<file path="src/rtl/csi2_pkg.sv">
// csi2_pkg: CSI-2 packet constants, FSM/packet types and the ECC/CRC helpers
// shared by the packetizer and its CRC unit.
package csi2_pkg;
    localparam logic [5:0] DT_FS = 6'h00;
    localparam logic [5:0] DT_FE = 6'h01;
    localparam logic [5:0] DT_LS = 6'h02;
    localparam logic [5:0] DT_LE = 6'h03;
    localparam logic [5:0] DT_RGB565 = 6'h22;
    localparam logic [7:0] SYNC_BYTE = 8'hB8;
    localparam logic [15:0] CRC_SEED = 16'hFFFF;

    typedef enum logic [2:0] {S_IDLE, S_SYNC, S_HDR0, S_HDR1, S_PAYLOAD, S_CRC, S_GAP} state_t;
    typedef enum logic [1:0] {P_FS, P_LINE, P_FE} pkt_t;

    // Each mask selects the header bits covered by one Hamming parity bit.
    function automatic logic [5:0] csi2_ecc(input logic [23:0] hdr);
        return {^(hdr & 24'hEFFC00), ^(hdr & 24'hDF03F0), ^(hdr & 24'hB8E38E),
                ^(hdr & 24'h749A6D), ^(hdr & 24'hF2555B), ^(hdr & 24'hF12CB7)};
    endfunction

    function automatic logic [15:0] csi2_crc_byte(input logic [15:0] crc, input logic [7:0] d);
        logic [15:0] c;
        c = crc ^ {8'h00, d};
        for (int i = 0; i < 8; i++) c = c[0] ? (c >> 1) ^ 16'h8408 : c >> 1;
        return c;
    endfunction
endpackage

</file>
<file path="src/rtl/csi2_crc16.sv">
// csi2_crc16: CSI-2 payload CRC-16, two bytes per cycle, low byte first.
// init together with en restarts from the seed and folds in the current pair.
module csi2_crc16
    import csi2_pkg::*;
(
    input  logic        clk,
    input  logic        resetn,
    input  logic        init,
    input  logic        en,
    input  logic [15:0] d,
    output logic [15:0] crc
);
    logic [15:0] r_crc;
    logic [15:0] w_base;

    always_comb w_base = init ? CRC_SEED : r_crc;

    always_ff @(posedge clk or negedge resetn) begin
        if (!resetn) r_crc <= CRC_SEED;
        else if (en) r_crc <= csi2_crc_byte(csi2_crc_byte(w_base, d[7:0]), d[15:8]);
        else if (init) r_crc <= CRC_SEED;
    end

    assign crc = r_crc;
endmodule

</file>
<file path="src/rtl/csi2_tx_packetizer.sv">
// csi2_tx_packetizer: 2-lane CSI-2 frame transmitter (FS, LINES long packets, FE).
// Outputs are registered for the state being entered, so lanes follow the FSM exactly.
module csi2_tx_packetizer
    import csi2_pkg::*;
#(
    parameter int          LINE_BYTES     = 1280,
    parameter int          LINES          = 480,
    parameter logic [5:0]  DATA_TYPE      = DT_RGB565,
    parameter logic [1:0]  VC             = 2'd0,
    parameter int          LP_GAP         = 8,
    parameter logic [15:0] FRAME_NUM_INIT = 16'd0
) (
    input  logic        clk,
    input  logic        resetn,
    input  logic        frame_start,
    input  logic [15:0] pix_data,
    input  logic        pix_valid,
    output logic        pix_ready,
    output logic        hs_en,
    output logic [15:0] lane_data,
    output logic        busy,
    output logic        frame_done,
    output logic        underrun,
    output logic [15:0] frame_num
);
    localparam int W = LINE_BYTES / 2;

    if (LINE_BYTES < 2 || LINE_BYTES > 65534 || LINE_BYTES % 2 != 0) begin : g_bad_lb
        $error("LINE_BYTES must be even and in 2..65534");
    end
    if (LINES < 1 || LINES > 65535) begin : g_bad_lines
        $error("LINES must be in 1..65535");
    end
    if (LP_GAP < 1 || LP_GAP > 65536) begin : g_bad_gap
        $error("LP_GAP must be in 1..65536");
    end

    state_t      r_state;
    pkt_t        r_pkt;
    logic [15:0] r_cnt;
    logic [15:0] r_line;
    logic [15:0] r_fn;
    logic        r_hs;
    logic [15:0] r_lane;
    logic        r_ready;
    logic        r_busy;
    logic        r_done;
    logic        r_underrun;

    logic [5:0]  w_dt;
    logic [15:0] w_wc;
    logic [7:0]  w_di;
    logic [5:0]  w_ecc;
    logic [15:0] w_word;
    logic [15:0] w_crc;
    logic        w_last_line;

    always_comb begin
        w_dt = r_pkt == P_FS ? DT_FS : r_pkt == P_FE ? DT_FE : DATA_TYPE;
        w_wc = r_pkt == P_LINE ? 16'(LINE_BYTES) : r_fn;
        w_di = {VC, w_dt};
        w_ecc = csi2_ecc({w_wc, w_di});
        w_word = pix_valid ? pix_data : 16'h0000;
        w_last_line = int'(r_line) == LINES - 1;
    end

    csi2_crc16 u_crc (
        .clk   (clk),
        .resetn(resetn),
        .init  (r_state == S_HDR1),
        .en    (r_ready),
        .d     (w_word),
        .crc   (w_crc)
    );

    always_ff @(posedge clk or negedge resetn) begin
        if (!resetn) begin
            r_state <= S_IDLE;
            r_pkt <= P_FS;
            r_cnt <= '0;
            r_line <= '0;
            r_fn <= FRAME_NUM_INIT;
            r_hs <= 1'b0;
            r_lane <= '0;
            r_ready <= 1'b0;
            r_busy <= 1'b0;
            r_done <= 1'b0;
            r_underrun <= 1'b0;
        end else begin
            r_done <= 1'b0;
            if (r_ready && !pix_valid) r_underrun <= 1'b1;
            case (r_state)
                S_IDLE: if (frame_start) begin
                    r_state <= S_SYNC;
                    r_pkt <= P_FS;
                    r_line <= '0;
                    r_busy <= 1'b1;
                    r_hs <= 1'b1;
                    r_lane <= {2{SYNC_BYTE}};
                    r_fn <= r_fn == 16'hFFFF ? 16'd1 : r_fn + 16'd1;
                    r_underrun <= 1'b0;
                end
                S_SYNC: begin
                    r_state <= S_HDR0;
                    r_lane <= {w_wc[7:0], w_di};
                end
                // Payload is accepted one cycle ahead of the lanes, so ready rises here.
                S_HDR0: begin
                    r_state <= S_HDR1;
                    r_lane <= {2'b00, w_ecc, w_wc[15:8]};
                    r_ready <= r_pkt == P_LINE;
                end
                S_HDR1: begin
                    r_cnt <= '0;
                    if (r_pkt == P_LINE) begin
                        r_state <= S_PAYLOAD;
                        r_lane <= w_word;
                        r_ready <= W > 1;
                    end else begin
                        r_state <= S_GAP;
                        r_hs <= 1'b0;
                        r_lane <= '0;
                        r_done <= r_pkt == P_FE && LP_GAP == 1;
                    end
                end
                S_PAYLOAD: if (int'(r_cnt) == W - 1) begin
                    r_state <= S_CRC;
                    r_lane <= w_crc;
                end else begin
                    r_cnt <= r_cnt + 16'd1;
                    r_lane <= w_word;
                    r_ready <= int'(r_cnt) + 2 < W;
                end
                S_CRC: begin
                    r_state <= S_GAP;
                    r_cnt <= '0;
                    r_hs <= 1'b0;
                    r_lane <= '0;
                end
                S_GAP: if (int'(r_cnt) == LP_GAP - 1) begin
                    r_state <= r_pkt == P_FE ? S_IDLE : S_SYNC;
                    r_busy <= r_pkt != P_FE;
                    r_hs <= r_pkt != P_FE;
                    r_lane <= r_pkt == P_FE ? 16'h0000 : {2{SYNC_BYTE}};
                    r_pkt <= r_pkt == P_LINE && w_last_line ? P_FE : P_LINE;
                    r_line <= r_pkt == P_LINE && !w_last_line ? r_line + 16'd1 : '0;
                end else begin
                    r_cnt <= r_cnt + 16'd1;
                    r_done <= r_pkt == P_FE && int'(r_cnt) + 2 == LP_GAP;
                end
                default: r_state <= S_IDLE;
            endcase
        end
    end

    assign pix_ready = r_ready;
    assign hs_en = r_hs;
    assign lane_data = r_lane;
    assign busy = r_busy;
    assign frame_done = r_done;
    assign underrun = r_underrun;
    assign frame_num = r_fn;
endmodule
</file>
<file path="config.mk">
export PLATFORM = sky130hd
export DESIGN_NAME = csi2_tx_packetizer
export DESIGN_NICKNAME = d
export VERILOG_FILES = /design/src/rtl/csi2_pkg.sv /design/src/rtl/csi2_crc16.sv /design/src/rtl/csi2_tx_packetizer.sv
export SDC_FILE = /design/constraint.sdc
export NUM_CORES = 1
export LEC_CHECK = 0
export ABC_AREA = 0
export CORE_UTILIZATION = 58
export CTS_CLUSTER_SIZE = 20
export DETAILED_ROUTE_END_ITERATION = 12
export HOLD_SLACK_MARGIN = 0.05
export PLACE_DENSITY_LB_ADDON = 0.1
export SKIP_LAST_GASP = 1
export SYNTH_ARGS = -nofsm -noshare
export SYNTH_HDL_FRONTEND = slang
export SYNTH_SLANG_ARGS = --single-unit
</file>
<file path="constraint.sdc">
create_clock -name clk -period 2.5 [get_ports clk]
set_input_delay 0.25 -clock clk [delete_from_list [all_inputs] [get_ports clk]]
set_output_delay 0.25 -clock clk [all_outputs]
set_load 0.02 [all_outputs]
</file>
# After elaboration in Yosys (flattened, before gate mapping)
# Index checks and enable logic that the tools add are counted.
[word_totals] wordCells=142 rom_bits=0 mem_bits_rw=0 ff_bits=90 n_memories=0 inputBits=20 latch_bits=0 output_inout_bits=37
[op_classes] n_mux=59 multipliers=0 n_eq_ne=21 bitwise_logic=18 div_mod_pow=0 shifts=0 n_addsub=4 n_reduce_logical=27 magnitude_cmp=1
[ops] op="$mux W16" count=31
[ops] op="$reduce_xor A24 Y1" count=6
[ops] op="$pmux W16 S7" count=1
[ops] op="$add A16 B1 Y16 const B" count=3
[ops] op="$not A2 Y3" count=16
[ops] op="$pmux W16 S3" count=1
[ops] op="$lt A32 B11 Y1 const B" count=1
[ops] op="$pmux W16 S2" count=1
[ops] op="$xor A16 B8 Y16" count=2
[ops] op="$pmux W3 S7" count=1
[ops] op="$add A16 B2 Y17 const B" count=1
[ops] op="$eq A17 B4 Y1 const B" count=1
[ops] op="$eq A16 B10 Y1 const B" count=1
[ops] op="$eq A16 B11 Y1 const B" count=1
[ops] op="$eq A16 B16 Y1 const B" count=1
[ops] op="$eq A16 B4 Y1 const B" count=1
[ops] op="$ne A2 B2 Y1 const B" count=8
[ops] op="$reduce_and A3 Y1" count=5
[ops] op="$mux W6" count=2
[ops] op="$mux W1" count=11
[ops] op="$eq A3 B3 Y1 const B" count=3
[ops] op="$mux W3" count=3
[ops] op="$mux W2" count=4
[ops] op="$reduce_bool A7 Y1" count=1
[ops] op="18 further kinds" count=24

# Longest topological paths before layout
[depth] word_depth=37 ltp_mapped=10 depth_no_buf=8

# Cells and area by module
# Synthesis repeated with hierarchy kept, for this count alone.
[hier_totals] hier_cells=701 hier_area_um2=6493.7
[modules_own_cells] mod="csi2_tx_packetizer" area_per_inst_um2=5038.6 n_inst=1 seq_area_each_um2=1851.8 cells_per_inst=564
[modules_own_cells] mod="csi2_crc16" area_per_inst_um2=1455.1 n_inst=1 seq_area_each_um2=420.4 cells_per_inst=137

# Worst setup path after synthesis
# Ideal clock, no wire load.
[synth_timing] path_kind="register to register" startpoint="reg u_crc.r_crc[10] (netlist: u_crc.crc[10])" endpoint="reg u_crc.r_crc[2] (netlist: u_crc.crc[2])" setup_time_ns=0.085 arrival_time_ns=2.115 path_stages_with_launch=8 n_path_buf=0 period_less_slack_ns=2.200 slack_ns=0.300 required_time_ns=2.415 path_cell_list="dfstp_2 -> xnor3_1 -> nand2_1 -> xnor2_2 -> xnor3_2 -> xnor3_1 -> nand2_1 -> xor2_1"
[synth_via] elab_chain_cells=21
[synth_lines] element="start, declared" line="csi2_crc16.sv:13" text="logic [15:0] r_crc;"
[synth_lines] element="start signal, assigned" line="csi2_crc16.sv:20" text="else if (en) r_crc <= csi2_crc_byte(csi2_crc_byte(w_base, d[7:0]), d[15:8]);"
[synth_lines] element="$mux W16 (*)"
[synth_lines] element="$xor A16 B8 Y16 (*)" line="csi2_pkg.sv:23" text="c = crc ^ {8'h00, d};"
[synth_lines] element="$mux W16 (*) (6 in series)" line="csi2_pkg.sv:24" text="for (int i = 0; i < 8; i++) c = c[0] ? (c >> 1) ^ 16'h8408 : c >> 1;"
[synth_lines] element="$not A2 Y3 (no line)"
[synth_lines] element="$mux W16 (*) (2 in series)" line="csi2_pkg.sv:24"
[synth_lines] element="$xor A16 B8 Y16 (*)" line="csi2_pkg.sv:23"
[synth_lines] element="$mux W16 (*) (8 in series)" line="csi2_pkg.sv:24"
[synth_lines] element="$mux W16 (*)" line="csi2_crc16.sv:20"
# Mark *: on every way between the ends. The rest lies on a longest branch, timed or not.
# A chain may end at the register's enable or synchronous reset.

# Worst setup path after layout
[layout_timing] startpoint="reg r_state[2]" endpoint="reg u_crc.r_crc[3] (netlist: u_crc.crc[3])"
[layout_via] elab_chain_cells=23 elab_cells_between_ends=28 cone_classes="eq/ne (1); mux (18); bitwise (9)"
[layout_lines] element="start, declared" line="csi2_tx_packetizer.sv:38" text="state_t r_state;"
[layout_lines] element="start signal, assigned" line="csi2_tx_packetizer.sv:141" text="r_state <= r_pkt == P_FE ? S_IDLE : S_SYNC;"
[layout_lines] element="$eq A3 B2 Y1 (*)" line="csi2_tx_packetizer.sv:70" text=".init (r_state == S_HDR1),"
[layout_lines] element="$mux W16 (*)"
[layout_lines] element="$xor A16 B8 Y16" line="csi2_pkg.sv:23"
[layout_lines] element="$mux W16 or $not A2 Y3 (tied branches)"
[layout_lines] element="$mux W16 (3 in series)" line="csi2_pkg.sv:24"
[layout_lines] element="$mux W16 or $not A2 Y3 (tied branches)"
[layout_lines] element="$mux W16 (3 in series)" line="csi2_pkg.sv:24"
[layout_lines] element="$xor A16 B8 Y16, or another cell as far along" line="csi2_pkg.sv:23"
[layout_lines] element="$not A2 Y3 (no line), or another cell as far along"
[layout_lines] element="$mux W16 or $xor A16 B8 Y16 (tied branches)" line="csi2_pkg.sv:24, csi2_pkg.sv:23"
[layout_lines] element="$mux W16 (2 in series)" line="csi2_pkg.sv:24"
[layout_lines] element="$mux W16 or $not A2 Y3 (tied branches)"
[layout_lines] element="$mux W16 (3 in series)" line="csi2_pkg.sv:24"
[layout_lines] element="$not A2 Y3 (no line) or $mux W16 (tied branches)"
[layout_lines] element="$mux W16" line="csi2_pkg.sv:24"
[layout_lines] element="$mux W16 (*)" line="csi2_crc16.sv:20"
# Marks and branches as above.

==> summary.md <==
| Metric | Value |
|---|---|
| Status | `finished, final reports clean` |
| GRT Util Overall | `29.8%` |
| Layout cell share with drive strength beyond 1 | `14.3%` |
| Final Cell Area | `7130 µm²` |
| Syn Nets | `675` |
| Antenna Nets Post-Route | `0` |
| Switching pwr | `3.91 mW` |
| Total die area | `10700 µm²` |
| Clock-pin slew of the registers on the worst-case setup and hold paths | `0.09 ns` |
| Drt total wl | `15300 µm` |
| Slew @ Worst Pin | `0.946 ns` |
| Grt total ovfl | `0` |
| Longest Clk Path Bufs | `2` |
| Fmax achieved | `412 MHz` |
| Wire per inst | `17.8 µm` |
| Die Ht | `104 µm` |
| Cell Int Power | `5.43 mW` |
| Net Sw Frac | `41.8%` |
| RePlAce Congestion | `0.935` |
| Crit. End Element | `flop` |
| DR pass1 iterations | `5` |
| Final #Nets | `746` |
| Final-layout fill cell count | `731` |
| Initial antenna violation count | `0` |
| MaxCap Viol Count | `0` |
| Buffers on Ports | `56` |
| Rows | `36` |
| TritonCTS Buffers | `9` |
| Antenna cells | `0` |
| Crit-path max FO | `11` |
| Worst Reg-to-Reg Cells | `8` |
| Library cells used by synthesis | `72` |
| Worst-Skew Late Latency | `0.38 ns` |
| Final Core Density | `72.0%` |
| Largest net degree at the start of global routing | `61` |
| Number of synthesized register bits | `90` |
| Synth Flop Type | `dfrtp_1` |
| Post-route DRC | `0` |
| CTS tree | `built` |
| Vias | `5092` |
| Arr. time, crit path | `2.73 ns` |
| Worst hold slack | `0.342 ns` |
| Yosys top cell by area | `dfrtp_1` |
| Post-Syn Area | `5990 µm²` |
| Post-synth top area share | `30.9%` |
| Slack of the worst reg-to-reg path | `0.07 ns` |
| Comb power frac | `63.0%` |
| Dominant cell by count in the synthesized netlist | `nor2_1` |
| Maximum VDD drop | `0.987 mV` |
| Critical Path Start | `r_state[2]` |
| Sequential fraction of the synthesis area | `37.9%` |
| Synth warnings | `0` |
| Vias per cell | `5.93` |
| Async S/R FF share, synth | `100%` |
| Area Overhead vs Synth | `19.0%` |
| Class of the worst hold path | `in -> async` |
| Clock power share | `10.9%` |
| Num ports | `57` |
| Initial core utilization | `60.5%` |
| Die width | `104 µm` |
| EDFF count, synth | `0` |
| CP required | `2.81 ns` |
| Crit path launch type | `flop` |
| Syn Inst Count | `650` |
| Vias in the first global route | `5049` |
| Max_slew headroom | `36.8%` |
| R2R Path End | `u_crc.crc[3]` |
| Leakage power | `3.06 nW` |
| Synth area leaders | `dfrtp_1, xnor2_1, xor2_1` |
| RR Startpoint | `r_state[2]` |
| Syn Area/Cell | `9.22 µm²` |
| Max-slew violations | `0` |
| Post-layout min period | `2.43 ns` |
| Synth top cells by count | `nor2_1, dfrtp_1, xnor2_1, nand2_1, xor2_1` |
| Post-CTS setup buffer count | `0` |
| Post-DP HPWL | `11500 µm` |
| CTS H-tree lvls | `3` |
| WS Path Type | `reg -> reg` |
| Final Setup Violations | `0` |
| Power Dens Cells | `1310 nW/µm²` |
| Core Region | `9910 µm²` |
| Global-route wire length before repair | `25100 µm` |
| Root Driver | `clkbuf_8` |
| Area after DPL | `6890 µm²` |
| Post-route clock skew | `0.0106 ns` |
| Reg power frac | `26.1%` |
| Clock Sinks | `90` |
| RSZ-0062 raised after global routing | `no` |
| Final worst path period share | `97.0%` |
| Iteration-0 DRC Markers | `276` |
| Hold Vio Cnt, Final | `0` |
==> final cells by class <==
class / count / area [µm²] / share of cell area (%)
well taps: 133 / 166 / 2.33
inverters: 5 / 18.8 / 0.263
flip-flops and latches: 90 / 2270 / 31.9
clock inverters: 5 / 53.8 / 0.755
multi-input cells: 514 / 3550 / 49.9
repair buffers: 101 / 923 / 12.9
clock buffers: 11 / 141 / 1.98
==> timing repair <==
item / in CTS / in global routing
hold buffers: 1 / 0
endpoints found under the setup margin: 1 / 24
gates resized for setup: 1 / 7
endpoints found under the hold margin: 30 / 0
pin swaps: 0 / 1
cloned: 0 / 0
==> metrics by stage <==
| stage | setup TNS, ns | power [mW] | std cells | setup slack [ns] |
|---|---|---|---|---|
| after global routing | 0 | 9.90 | 859 | 0.000537 |
| after global placement | 0 | 7.90 | 842 | 0.0966 |
| final | 0 | 9.34 | 859 | 0.0743 |
| after CTS | 0 | 9.26 | 859 | 0.0180 |
| after detailed placement | -0.00882 | 8.15 | 842 | -0.00882 |
| after floorplan | 0 | 6.51 | 650 | 0.300 |
==> placed cells by master (no fill, tap or decap), drive strengths merged, types with 6 or more instances in the layout <==
master	instances
nor2	83
clkdlybuf4s50	55
a21oi	27
nand4	8
clkbuf	11
nor4	7
xnor3	7
xnor2	69
a22oi	15
o21ai	31
nand2b	6
nand3	31
buf	45
nor3	17
nor2b	10
nand2	64
and3	8
dfstp	16
xor2	51
dfrtp	74
==> state kept, by name (all words and copies together) (netlist names), 2 cells and up <==
register	count
frame_num	16
lane_data	16
r_cnt	16
r_line	16
r_pkt	2
r_state	3
u_crc.crc	16
==> metal layers <==
layer | track usage (%) | vias up | routed length [µm]
met1 | 36.5 | 2477 | 6310
met3 | 5.10 | 44 | 870
li1 | - | 2383 | -
met5 | 0 | - | 0
met2 | 51.4 | 188 | 7630
met4 | 13.6 | 0 | 514
==> power groups by stage <==
stage	Combinational, mW	Sequential [mW]	Clock (mW)
2_1_floorplan	4.07	2.44	0
3_3_place_gp	5.47	2.43	0
3_5_place_dp	5.70	2.45	0
4_1_cts	5.81	2.42	1.03
5_1_grt	6.33	2.47	1.09
6_report	5.88	2.44	1.02
==> worst max-delay path by stage <==
stage / end / cells past startpoint
2_1_floorplan: u_crc.crc[2] / 7
3_3_place_gp: u_crc.crc[2] / 8
3_5_place_dp: u_crc.crc[0] / 8
4_1_cts: u_crc.crc[0] / 7
5_1_grt: u_crc.crc[3] / 8
6_report: u_crc.crc[3] / 8
==> kinds of logic after synthesis <==
kind of cell | synth area share (%)
xor gates and xnor gates | 22.1
and+or+nand+nor | 21.7
muxes | 1.04
buffers and inverters | 3.40
AOI/OAI and AO/OA | 12.7
DFF | 37.9
adders and majority gates | 1.04
==> worst max-delay path, cell delays in order, from the launching register on <==
cell and delay, ns:
dfrtp_1 0.38, and3b_4 0.42, buf_4 0.18, nor2_4 0.04, xnor2_2 0.16, xnor2_1 0.28, xnor3_2 0.52, mux2i_1 0.22
xnor2_1 0.14
Note: power is estimated with default switching activity, not from simulation.
==> edit (config.mk and constraints unchanged) <==
Register the output `underrun` once more, with the module's reset; this adds one clock of latency there. The other outputs are not delayed to match.
--- a/src/rtl/csi2_tx_packetizer.sv
+++ b/src/rtl/csi2_tx_packetizer.sv
@@ -160,3 +160,9 @@
     assign frame_done = r_done;
-    assign underrun = r_underrun;
+    always_ff @(posedge clk or negedge resetn) begin
+        if (!resetn) begin
+            underrun <= '0;
+        end else begin
+            underrun <= r_underrun;
+        end
+    end
     assign frame_num = r_fn;
Check against the original RTL: no difference found for any inputs over 10 cycles, from zero or initial values and one cycle with resetn low; that may be too few to reach the edited logic, so the function may still have changed.
==> edit against the unedited design <==
Final area increased by 0.30%. First-iteration DRC count increased by 34%. Power decreased by 1.9%. Area after synthesis increased by 2.8%. Wire length increased by 2.7%. Sequential power increased by 5%. Sequential cell count increased by 1. Sequential share of layout area increased by 0.26 points. Setup slack improved by 0.050 ns. Highest routed layer unchanged.
==> edit: results (changes against the unedited design) <==
Yosys
  • Seq/Total Area, Yosys: 0.373 (-0.00634)
  • Post-synth ARST share: 1.00 (unchanged)
  • Yosys warnings: 0 (unchanged)
  • Synth top cells by count: nor2_1 (82), nand2_1 (76), dfrtp_1 (75)
  • Synth unique cells: 67 (-6.9%)
  • Top_reg_cell synth: dfrtp_1
  • Synthesized net count: 712 (+5.5%)
  • Area contributors post-synth: dfrtp_1 (30%), xnor2_1 (10%), dfstp_2 (6.8%)

CTS
  • CTS max path bufs: 2 (unchanged)
  • Root buffer cell: clkbuf_8
  • Setup bufs post-CTS: 0 (unchanged)
  • Clock transition at path regs: 0.09 ns (about the same)
  • Skew-Pair Late Insertion Delay: 0.38 ns (about the same)
  • CTS buffer count: 9 (unchanged)
  • CTS H-Tree Depth: 3 (unchanged)

STA
  • Worst-margin pin slew: 0.821 ns (-0.125 ns)
  • Clock skew: 0.0149 ns (+0.00428 ns)

Power and ir drop
  • Leak pwr: 2.96 nW (-3.4%)
  • Worst vdd ir: 0.749 mV (-24%)

Final layout
  • Fraction of layout instances using a drive strength above 1: 0.125 (-0.0179)
  • Final net count: 770 (+3.2%)
  • Fill cell count: 828 (+13%)
  • # diodes: 0 (unchanged)

Status
  • Status: finished, final reports clean

Min path
  • HP Start: r_underrun
  • HP Class: register to register

Routing
  • Drt wl/cell: 17.8 µm (-0.44%)
  • Vias per std cell: 6.06 (+2.2%)
  • 1st-iter DRT viols: 369 (+34%)
  • DRT Pass-1 Iters: 5 (unchanged)

GRT
  • Global-route wire length before repair: 25,700 µm (+2.4%)
  • Vias in the first global route: 5,139 (+1.8%)
  • Antenna violations before repair: 0 (unchanged)
  • Tot GR Track Use: 0.301 (+0.00309)
  • Largest net degree at the start of global routing: 64 (+4.9%)

Worst setup path
  • Crit path DAT: 2.70 ns (-0.03 ns)
  • Launch point of the worst path: u_crc.crc[10]
  • CP max FO: 3 (-8)

Place
  • Final GP Congestion: 0.949 (+1.5%)
  • Final HPWL DP: 11,600 µm (+0.82%)
  • Place WS: 0.116 ns (+0.125 ns)
  • Input/output buffers: 56 (unchanged)
==> edit: power by group <==
| part | internal [W] | switching, W |
|---|---|---|
| registers | 0.00204 | 0.000529 |
| logic | 0.00272 | 0.00294 |
| clock network | 0.000416 | 0.000530 |
| total | 0.00517 | 0.00400 |
==> edit: stage by stage <==
step                      instances  area (µm²)  utilization
after floorplan                 687        6160            -
after global placement          869        6950        0.673
after detailed placement        869        6950        0.673
after CTS                       886        7140        0.691
after global routing            886        7150        0.693
final                           886        7150        0.693
==> edit: metal layers <==
metal | vias to the layer above | track usage | share of wire
li1 | 2518 | - | -
met1 | 2603 | 0.397 | 0.43
met2 | 220 | 0.494 | 0.48
met3 | 29 | 0.0462 | 0.059
met4 | 0 | 0.127 | 0.026
met5 | - | 0 | 0
==> edit: critical path, stage by stage, from the launching register on <==
cell and delay, ns:
dfstp_2 0.57, xnor3_1 0.38, nand2_1 0.07, xor3_2 0.49, xnor2_1 0.33, mux2i_1 0.22
o22ai_1 0.09, a21oi_1 0.16
==> edit: what timing repair did <==
item | in CTS | in global routing
hold endpoints to repair | 45 | 0
endpoints found under the setup margin | 0 | 3
hold buffers | 1 | 0
resized for setup | 0 | 3
==> edit: cell type report <==
class | count | area [µm²] | area share
multi-input combinational | 540 | 3610 | 0.505
sequential | 91 | 2300 | 0.321
timing repair buffer | 96 | 873 | 0.122
tap | 136 | 170 | 0.0238
clock buffer | 14 | 163 | 0.0227
inverter | 7 | 26.3 | 0.00367
clock inverter | 2 | 12.5 | 0.00175
==> edit: cells by family (layout without fill, tap and decap cells) <==
kind of cell,count (synthesis),in the layout,share of synthesized area
AND/OR/NAND/NOR,274,274,0.224
AO/OA/AOI/OAI,128,128,0.134
XOR/XNOR,127,127,0.205
flip-flops,91,91,0.373
buffers and inverters,56,119,0.0437
multiplexers,6,6,0.00995
adder cells (fa/ha/maj),5,5,0.0102
==> edit: final timing paths <==
path / end / slack [ns] / cells after the start
setup / recovery: u_crc.crc[5] / 0.12 / 7
max in group asynchronous: hs_en / 1.25 / 3
hold reg to reg: underrun / 0.44 / 0
hold / removal: underrun / 0.44 / 0
min in group asynchronous: lane_data[6] / 0.46 / 2
setup reg to reg: u_crc.crc[5] / 0.12 / 7
